===== src/rtl/mux_4x1_32b_pkg.sv =====
// Shared datapath constants for the 4:1 word selector.
package mux_4x1_32b_pkg;

    // Native datapath word width.
    localparam int WORD_W = 32;

endpackage : mux_4x1_32b_pkg


===== src/rtl/mux_4x1_32b_mux2.sv =====
// Two-way word selector: one stage of the 4:1 tree.
// An unknown select yields an all-X word instead of silently choosing i0.
module mux_2x1_32b
    import mux_4x1_32b_pkg::*;
#(
    parameter int WIDTH = WORD_W
) (
    input  logic             sel,
    input  logic [WIDTH-1:0] i0,
    input  logic [WIDTH-1:0] i1,
    output logic [WIDTH-1:0] y
);

    // Select i0 for sel=0 and i1 for sel=1; anything else propagates X.
    always_comb begin
        // NOTE: y is assigned on every path (default arm included), so no latch is inferred.
        case (sel)
            1'b0:    y = i0;
            1'b1:    y = i1;
            default: y = 'x;
        endcase
    end

endmodule : mux_2x1_32b


===== src/rtl/mux_4x1_32b.sv =====
// Four-way, 32-bit word selector with a combinational output Y and a
// registered copy Y_q. Y needs neither clock nor reset; only Y_q uses them.
module mux_4x1_32b
    import mux_4x1_32b_pkg::*;
#(
    parameter int WIDTH = WORD_W
) (
    input  logic             s1,
    input  logic             s0,
    input  logic [WIDTH-1:0] a,
    input  logic [WIDTH-1:0] b,
    input  logic [WIDTH-1:0] c,
    input  logic [WIDTH-1:0] d,
    output logic [WIDTH-1:0] Y,
    input  logic             clk,
    input  logic             rst_n,
    output logic [WIDTH-1:0] Y_q
);

    logic [WIDTH-1:0] w_ab;
    logic [WIDTH-1:0] w_cd;
    logic [WIDTH-1:0] w_y;
    logic [WIDTH-1:0] r_y_q;

    // Stage 1: s0 picks within each pair.
    mux_2x1_32b #(.WIDTH(WIDTH)) u_mux_ab (
        .sel (s0),
        .i0  (a),
        .i1  (b),
        .y   (w_ab)
    );

    mux_2x1_32b #(.WIDTH(WIDTH)) u_mux_cd (
        .sel (s0),
        .i0  (c),
        .i1  (d),
        .y   (w_cd)
    );

    // Stage 2: s1 picks between the two pair results.
    mux_2x1_32b #(.WIDTH(WIDTH)) u_mux_out (
        .sel (s1),
        .i0  (w_ab),
        .i1  (w_cd),
        .y   (w_y)
    );

    assign Y = w_y;

    // Pipeline copy of Y: loaded every rising edge, cleared asynchronously.
    always_ff @(posedge clk or negedge rst_n) begin
        // NOTE: sequential state uses non-blocking assignments so every flop samples pre-edge values.
        if (!rst_n) begin
            r_y_q <= '0;
        end else begin
            r_y_q <= w_y;
        end
    end

    assign Y_q = r_y_q;

endmodule : mux_4x1_32b


===== config.mk =====
export PLATFORM = sky130hd
export DESIGN_NAME = mux_4x1_32b
export DESIGN_NICKNAME = d
export VERILOG_FILES = /design/src/rtl/mux_4x1_32b_pkg.sv /design/src/rtl/mux_4x1_32b_mux2.sv /design/src/rtl/mux_4x1_32b.sv
export SDC_FILE = /design/constraint.sdc
export NUM_CORES = 1
export LEC_CHECK = 0
export ABC_CLOCK_PERIOD_IN_PS = 4000
export CAP_MARGIN = 10
export CORE_ASPECT_RATIO = 1.75
export CORE_MARGIN = 2
export CORE_UTILIZATION = 36
export DETAILED_ROUTE_END_ITERATION = 8
export PLACE_DENSITY_LB_ADDON = 0.25
export SYNTH_ARGS = -nofsm -noshare
export SYNTH_HDL_FRONTEND = slang
export SYNTH_HIERARCHICAL = 1
export SYNTH_SLANG_ARGS = --single-unit

===== constraint.sdc =====
create_clock -name clk -period 4 [get_ports clk]
set_input_delay 0.8 -clock clk [delete_from_list [all_inputs] [get_ports clk]]
set_output_delay 0.8 -clock clk [all_outputs]
set_load 0.03 [all_outputs]

Yosys cells after proc, flatten, opt, wreduce, memory -nomap -nowiden:

Index checks and enable logic that the tools add are counted.

* $add $sub $neg: 0
* $mul: 0
* divide/modulo/power cells: 0
* $lt $le $gt $ge: 0
* equal/unequal tests: 0
* shift operators: 0
* muxes and demuxes: 3
* bitwise gates (word level): 2
* reduce and logical (&&, ||, !) cells: 0

Operators with widths (number)
* $pmux W32 S2: 3
* $not A1 Y1: 2

* bits in registers: 32
* latch bits: 0
* memory bits (writable): 0
* bits in read-only memories: 0
* input port bits: 132
* output and inout bits: 64
* word-level logic and storage cells: 6
* memories kept: 0

Longest topological paths before layout:

Gate-level depths: netlist of the first run.

* depth in word-level cells: 3
* mapped depth: 4

Hierarchy:

The synthesis of the first run kept the hierarchy.

Modules (own cells, without submodules)
* mux_2x1_32b: times used 3, cells an instance 36, area an instance 544.3 µm², seq. area each 0.0 µm²
* mux_4x1_32b: times used 1, cells an instance 32, area an instance 800.8 µm², seq. area each 800.8 µm²

Least setup slack after synthesis of the first run:

Ideal clock, no wire load.

* path kind: input-to-output
* from: input s0
* to: output Y[0]
* arrival: 1668 ps
* required time: 3200 ps
* setup slack: 1532 ps
* cell stages on the path: 4
* buffers on the path: 2
* cell sequence: buf_6 -> buf_12 -> mux2_4 -> mux2_4

* word-level cells in the longest chain between the ends: 3
* elaborated cells between the ends (all ways): 4
* classes of those cells: mux: 3; bitwise: 1

Ends and longest elaborated chain
* from (decl): RTL line mux_4x1_32b.sv:9 `input logic s0,`
* $not A1 Y1: RTL line mux_4x1_32b_mux2.sv:17 `case (sel)`
* $pmux W32 S2 (*): RTL line mux_4x1_32b_mux2.sv:17
* net w_ab[0]: RTL line mux_4x1_32b.sv:20 `logic [WIDTH-1:0] w_ab;`
* $pmux W32 S2 (*): RTL line mux_4x1_32b_mux2.sv:17
* to (decl): RTL line mux_4x1_32b.sv:14 `output logic [WIDTH-1:0] Y,`

The timed path passes the listed nets; every way through them passes the cells marked *.

Worst setup path after layout of the first run:

* from: input s0
* to: output Y[10]

Same word-level chain as after synthesis.

==> results of run 1 <==
per-layer routing:
metal	up-vias	global-route usage, %	wire length (um)
li1	895	-	-
met1	907	17.4	2120
met2	131	36.9	4030
met3	12	6.96	758
met4	0	6.94	178
met5	-	0	0
area by class of cell:
cell class / instances / share of cell area (%)
repair buffers: 201 / 45.2
multi-input cells: 96 / 31.7
flip-flops and latches: 32 / 17.9
clock buffers: 6 / 2.88
well taps: 82 / 2.29
clock inverters: 1 / 0.112
path summary, 6_finish.rpt:
path	from	endpoint	slack, ps	cells after the start
max in group asynchronous	rst_n	Y_q[29]	2920	1
worst max-delay path	s0	Y[10]	550	5
min in group clk	s1	Y_q[23]	1070	2
worst min-delay path	rst_n	Y_q[17]	600	1
cell usage in the layout, fill, tap and decap left out:
master	instances
buf_12	3
buf_2	2
buf_4	4
clkbuf_1	1
clkbuf_16	5
clkdlybuf4s50_1	192
clkinv_2	1
dfrtp_1	32
mux2_2	6
mux2_4	90
Yosys cell counts:
cell	number	area, sq um
mux2_4	90	1350
dfrtp_1	32	801
buf_12	9	180
mux2_2	6	67.6
buf_6	3	33.8
stage by stage:
| stage | hold slack, ps | total power [mW] | setup WS [ps] | instance area (sq um) |
|---|---|---|---|---|
| global placement | 912 | 0.965 | 562 | 4340 |
| finish | 598 | 1.31 | 546 | 4480 |
| floorplan | 504 | 0.701 | 1530 | 2430 |
| detailed placement | 918 | 0.972 | 529 | 4340 |
| CTS | 634 | 1.33 | 532 | 4480 |
| global route | 655 | 1.37 | 480 | 4480 |
report_power, final:
group / internal [mW] / switching [mW] / leakage, nW / total, mW
logic: 0.347 / 0.250 / 1.57 / 0.597
clock network: 0.226 / 0.127 / 0.0667 / 0.353
registers: 0.357 / 0.00821 / 0.373 / 0.365
cells by family after synthesis:
kind of cell / synth area share, %
muxes: 58.3
DFF: 32.9
buffers and inverters: 8.79
==> flow_metrics.py, run 1 <==
metrics = {
    "route": {
        "drtAntennaViolNets": 0,
        "drt-wirelength-per-cell_um": 17.0,
        "drt-vias-per-instance": 4.65,
        "post-route-drc-count": 0,
        "firstDrtPassIters": 4,
        "drt_iter0_drc": 31,
        "vias": 1945,
        "wl_um": 7090,
    },
    "place": {
        "gp_congestion": 0.772,
        "numPortBuffers": 195,
        "dp_hpwl_um": 5820,
        "dp.cells": 411,
    },
    "worst_setup_path": {
        "worstPathRequired_ps": 3200,
        "startpoint_type": "input port",
        "critPathTopFamily": "buffers and inverters",
        "path_max_fanout": 26,
        "max_stage_delay_ps": 600,
        "end_kind": "primary output",
        "path_buf_inv": 3,
        "cpMaxStageDelayCell": "clkdlybuf4s50_1",
        "path_cells": "buf_4 -> buf_4 -> mux2_4 -> mux2_4 -> clkdlybuf4s50_1",
        "worstPathArrival_ps": 2650,
        "timing_worst_setup_path_type": "in2out",
    },
    "clock_tree": {
        "hold_buffers": 0,
        "h-tree-depth": 2,
        "cts_inserted_buffers": 5,
        "postCtsSetupBuffers": 0,
        "root_buffer": "clkbuf_16",
        "path_clk_slew_ps": 50,
        "cts_tree": "yes",
        "clock-sinks": 32,
        "cts_max_path_buffers": 2,
        "cts_resized": 0,
    },
    "global_route": {
        "grt_pass1_wl_um": 10800,
        "grt_pass1_vias": 2208,
        "grt-ovfl-total": 0,
        "grt_max_degree": 33,
        "antenna_found_initial": 0,
        "track_usage_pct": 19.1,
    },
    "floorplanning": {
        "dieArea_sq_um": 7460,
        "die_y_um": 113,
        "die_x_um": 66.2,
        "rows": 39,
        "core-area_sq_um": 6540,
        "start_util_pct": 37.2,
        "io_pins": 196,
    },
    "yosys": {
        "synth.distinct_cells": 5,
        "ys_warn_count": 6,
        "netlist_area_sq_um": 2430,
        "syn_nets": 272,
        "ys_seq_area_share_pct": 32.9,
        "synth-seq-cells": 32,
        "synth_cells": 140,
        "postSynthAreaPerCell_sq_um": 17.4,
    },
    "power": {
        "vdd_drop_max_mv": 0.136,
        "p_leak_nw": 2.01,
        "power_density_nw_per_um2": 294,
    },
    "timing": {
        "period_needed_ps": 3450,
        "timing.fmax_mhz": 290,
        "final_max_slew_viol_count": 0,
        "relSlewSlack_pct": 49.9,
        "tightest_slew_ps": 752,
        "rsz0062_at_grt": "false",
        "fin_crit_sh_pct": 86.3,
        "final-hold-violation-count": 0,
        "setup_viol": 0,
        "tns_ps": 0,
    },
    "min_path": {
        "hp-class": "in2async",
    },
    "finish": {
        "drive_gt1_share_pct": 33.0,
        "num-fill-cells": 528,
        "final_core_util_pct": 68.5,
        "multi_input_area_sq_um": 1420,
        "finalNonFillerCells": 418,
        "seq_area_sq_um": 801,
        "antenna_cells": 0,
        "final_nets": 468,
        "synthToLayoutAreaGrowth_pct": 84.0,
        "largest_reg_flops": 32,
    },
    "outcome": {
        "outcome": "completed",
    },
    "run": {
        "cap_violations": 0,
    },
}
Note: power is estimated with default switching activity, not from simulation.
==> inputs of run 2 (changes only) <==
ABC_CLOCK_PERIOD_IN_PS = 2830   (was 4000)
CORE_UTILIZATION = 30   (was 36)
clock period = 2.83 ns   (was 4 ns; I/O delays follow)
==> flow_metrics.py, run 2 (synthesized netlist as in run 1, its figures left out) <==
metrics = {
    "global_route": {
        "antenna_found_initial": 0,
        "grt-ovfl-total": 0,
        "grt_pass1_wl_um": 10600,
        "grt_max_degree": 33,
        "track_usage_pct": 16.1,
        "grt_pass1_vias": 2150,
    },
    "place": {
        "gp_congestion": 0.736,
        "numPortBuffers": 195,
        "dp_hpwl_um": 5730,
        "dpl_cell_area_sq_um": 4360,
    },
    "run": {
        "cap_violations": 0,
    },
    "timing": {
        "relSlewSlack_pct": 48.4,
        "timing.fmax_mhz": 369,
        "setup_viol": 0,
        "timing.hold.ws_ps": 361,
        "final_max_slew_viol_count": 0,
        "period_needed_ps": 2710,
        "fin_crit_sh_pct": 95.8,
        "tns_ps": 0,
        "rsz0062_at_grt": "false",
        "tightest_slew_ps": 774,
        "final-hold-violation-count": 0,
    },
    "clock_tree": {
        "hold_buffers": 0,
        "cts_resized": 0,
        "postCtsSetupBuffers": 0,
        "cts_tree": "yes",
        "path_clk_slew_ps": 50,
        "clock-sinks": 32,
        "h-tree-depth": 2,
        "cts_inserted_buffers": 5,
        "root_buffer": "clkbuf_16",
        "cts_max_path_buffers": 2,
    },
    "outcome": {
        "outcome": "completed",
    },
    "floorplanning": {
        "dieArea_sq_um": 8880,
        "io_pins": 196,
        "start_util_pct": 30.8,
        "core-area_sq_um": 7910,
        "die_y_um": 123,
        "die_x_um": 72.1,
        "rows": 43,
    },
    "finish": {
        "layout_commonest_cell": "clkdlybuf4s50_1",
        "num-fill-cells": 683,
        "drive_gt1_share_pct": 33.0,
        "synthToLayoutAreaGrowth_pct": 85.0,
        "final_core_util_pct": 56.9,
        "final_area_sq_um": 4500,
        "final_nets": 467,
        "largest_reg_flops": 32,
        "layout_common_cells": "clkdlybuf4s50_1, mux2_4, dfrtp_1",
        "antenna_cells": 0,
    },
    "route": {
        "drtAntennaViolNets": 0,
        "wl_um": 7090,
        "drt-vias-per-instance": 4.56,
        "vias": 1942,
        "post-route-drc-count": 0,
        "drt_iter0_drc": 34,
        "firstDrtPassIters": 2,
        "drt-wirelength-per-cell_um": 16.6,
    },
    "worst_setup_path": {
        "worstPathRequired_ps": 2260,
        "path_max_fanout": 2,
        "worstPathArrival_ps": 2150,
        "startpoint_type": "input port",
        "end_kind": "primary output",
        "timing_worst_setup_path_type": "in2out",
    },
    "power": {
        "power_density_nw_per_um2": 423,
        "p_leak_nw": 2.01,
        "vdd_drop_max_mv": 0.221,
    },
    "min_path": {
        "hp-class": "in2async",
    },
}
## run 2: final cells by class
cell class	count	area (sq um)	share of cell area [%]
clock buffer	8	146	3.25
tap	90	113	2.50
timing repair buffer	200	2020	45.0
sequential	32	801	17.8
multi-input combinational	96	1420	31.5
## run 2: critical path, cell delays in order
cell	delay, ps
clkdlybuf4s50_1	440
mux2_4	270
mux2_4	270
clkdlybuf4s50_1	590
## run 2: worst paths after layout
path	to	startpoint	slack [ps]
worst max-delay path	Y[24]	a[24]	120
worst min-delay path	Y_q[8]	rst_n	360
max in group asynchronous	Y_q[10]	rst_n	1970
min in group clk	Y_q[15]	s1	800
## run 2: metrics by stage
step / power [mW] / setup WS, ps / std cells
finish: 1.91 / 119 / 426
global route: 1.99 / 92.7 / 426
CTS: 1.94 / 114 / 426
detailed placement: 1.38 / 119 / 418
global placement: 1.37 / 123 / 418
floorplan: 0.992 / 830 / 140
## run 2: where the power goes
group          switching, mW  internal (mW)
sequential            0.0131          0.504
combinational          0.352          0.491
clock                  0.195          0.351
total                  0.561           1.35
## run 2: per-layer routing
| layer | vias up | track usage (%) | wire (um) |
|---|---|---|---|
| met4 | 0 | 6.49 | 138 |
| met2 | 136 | 30.3 | 3940 |
| li1 | 899 | - | - |
| met3 | 9 | 6.52 | 787 |
| met5 | - | 0 | 0 |
| met1 | 898 | 14.8 | 2220 |
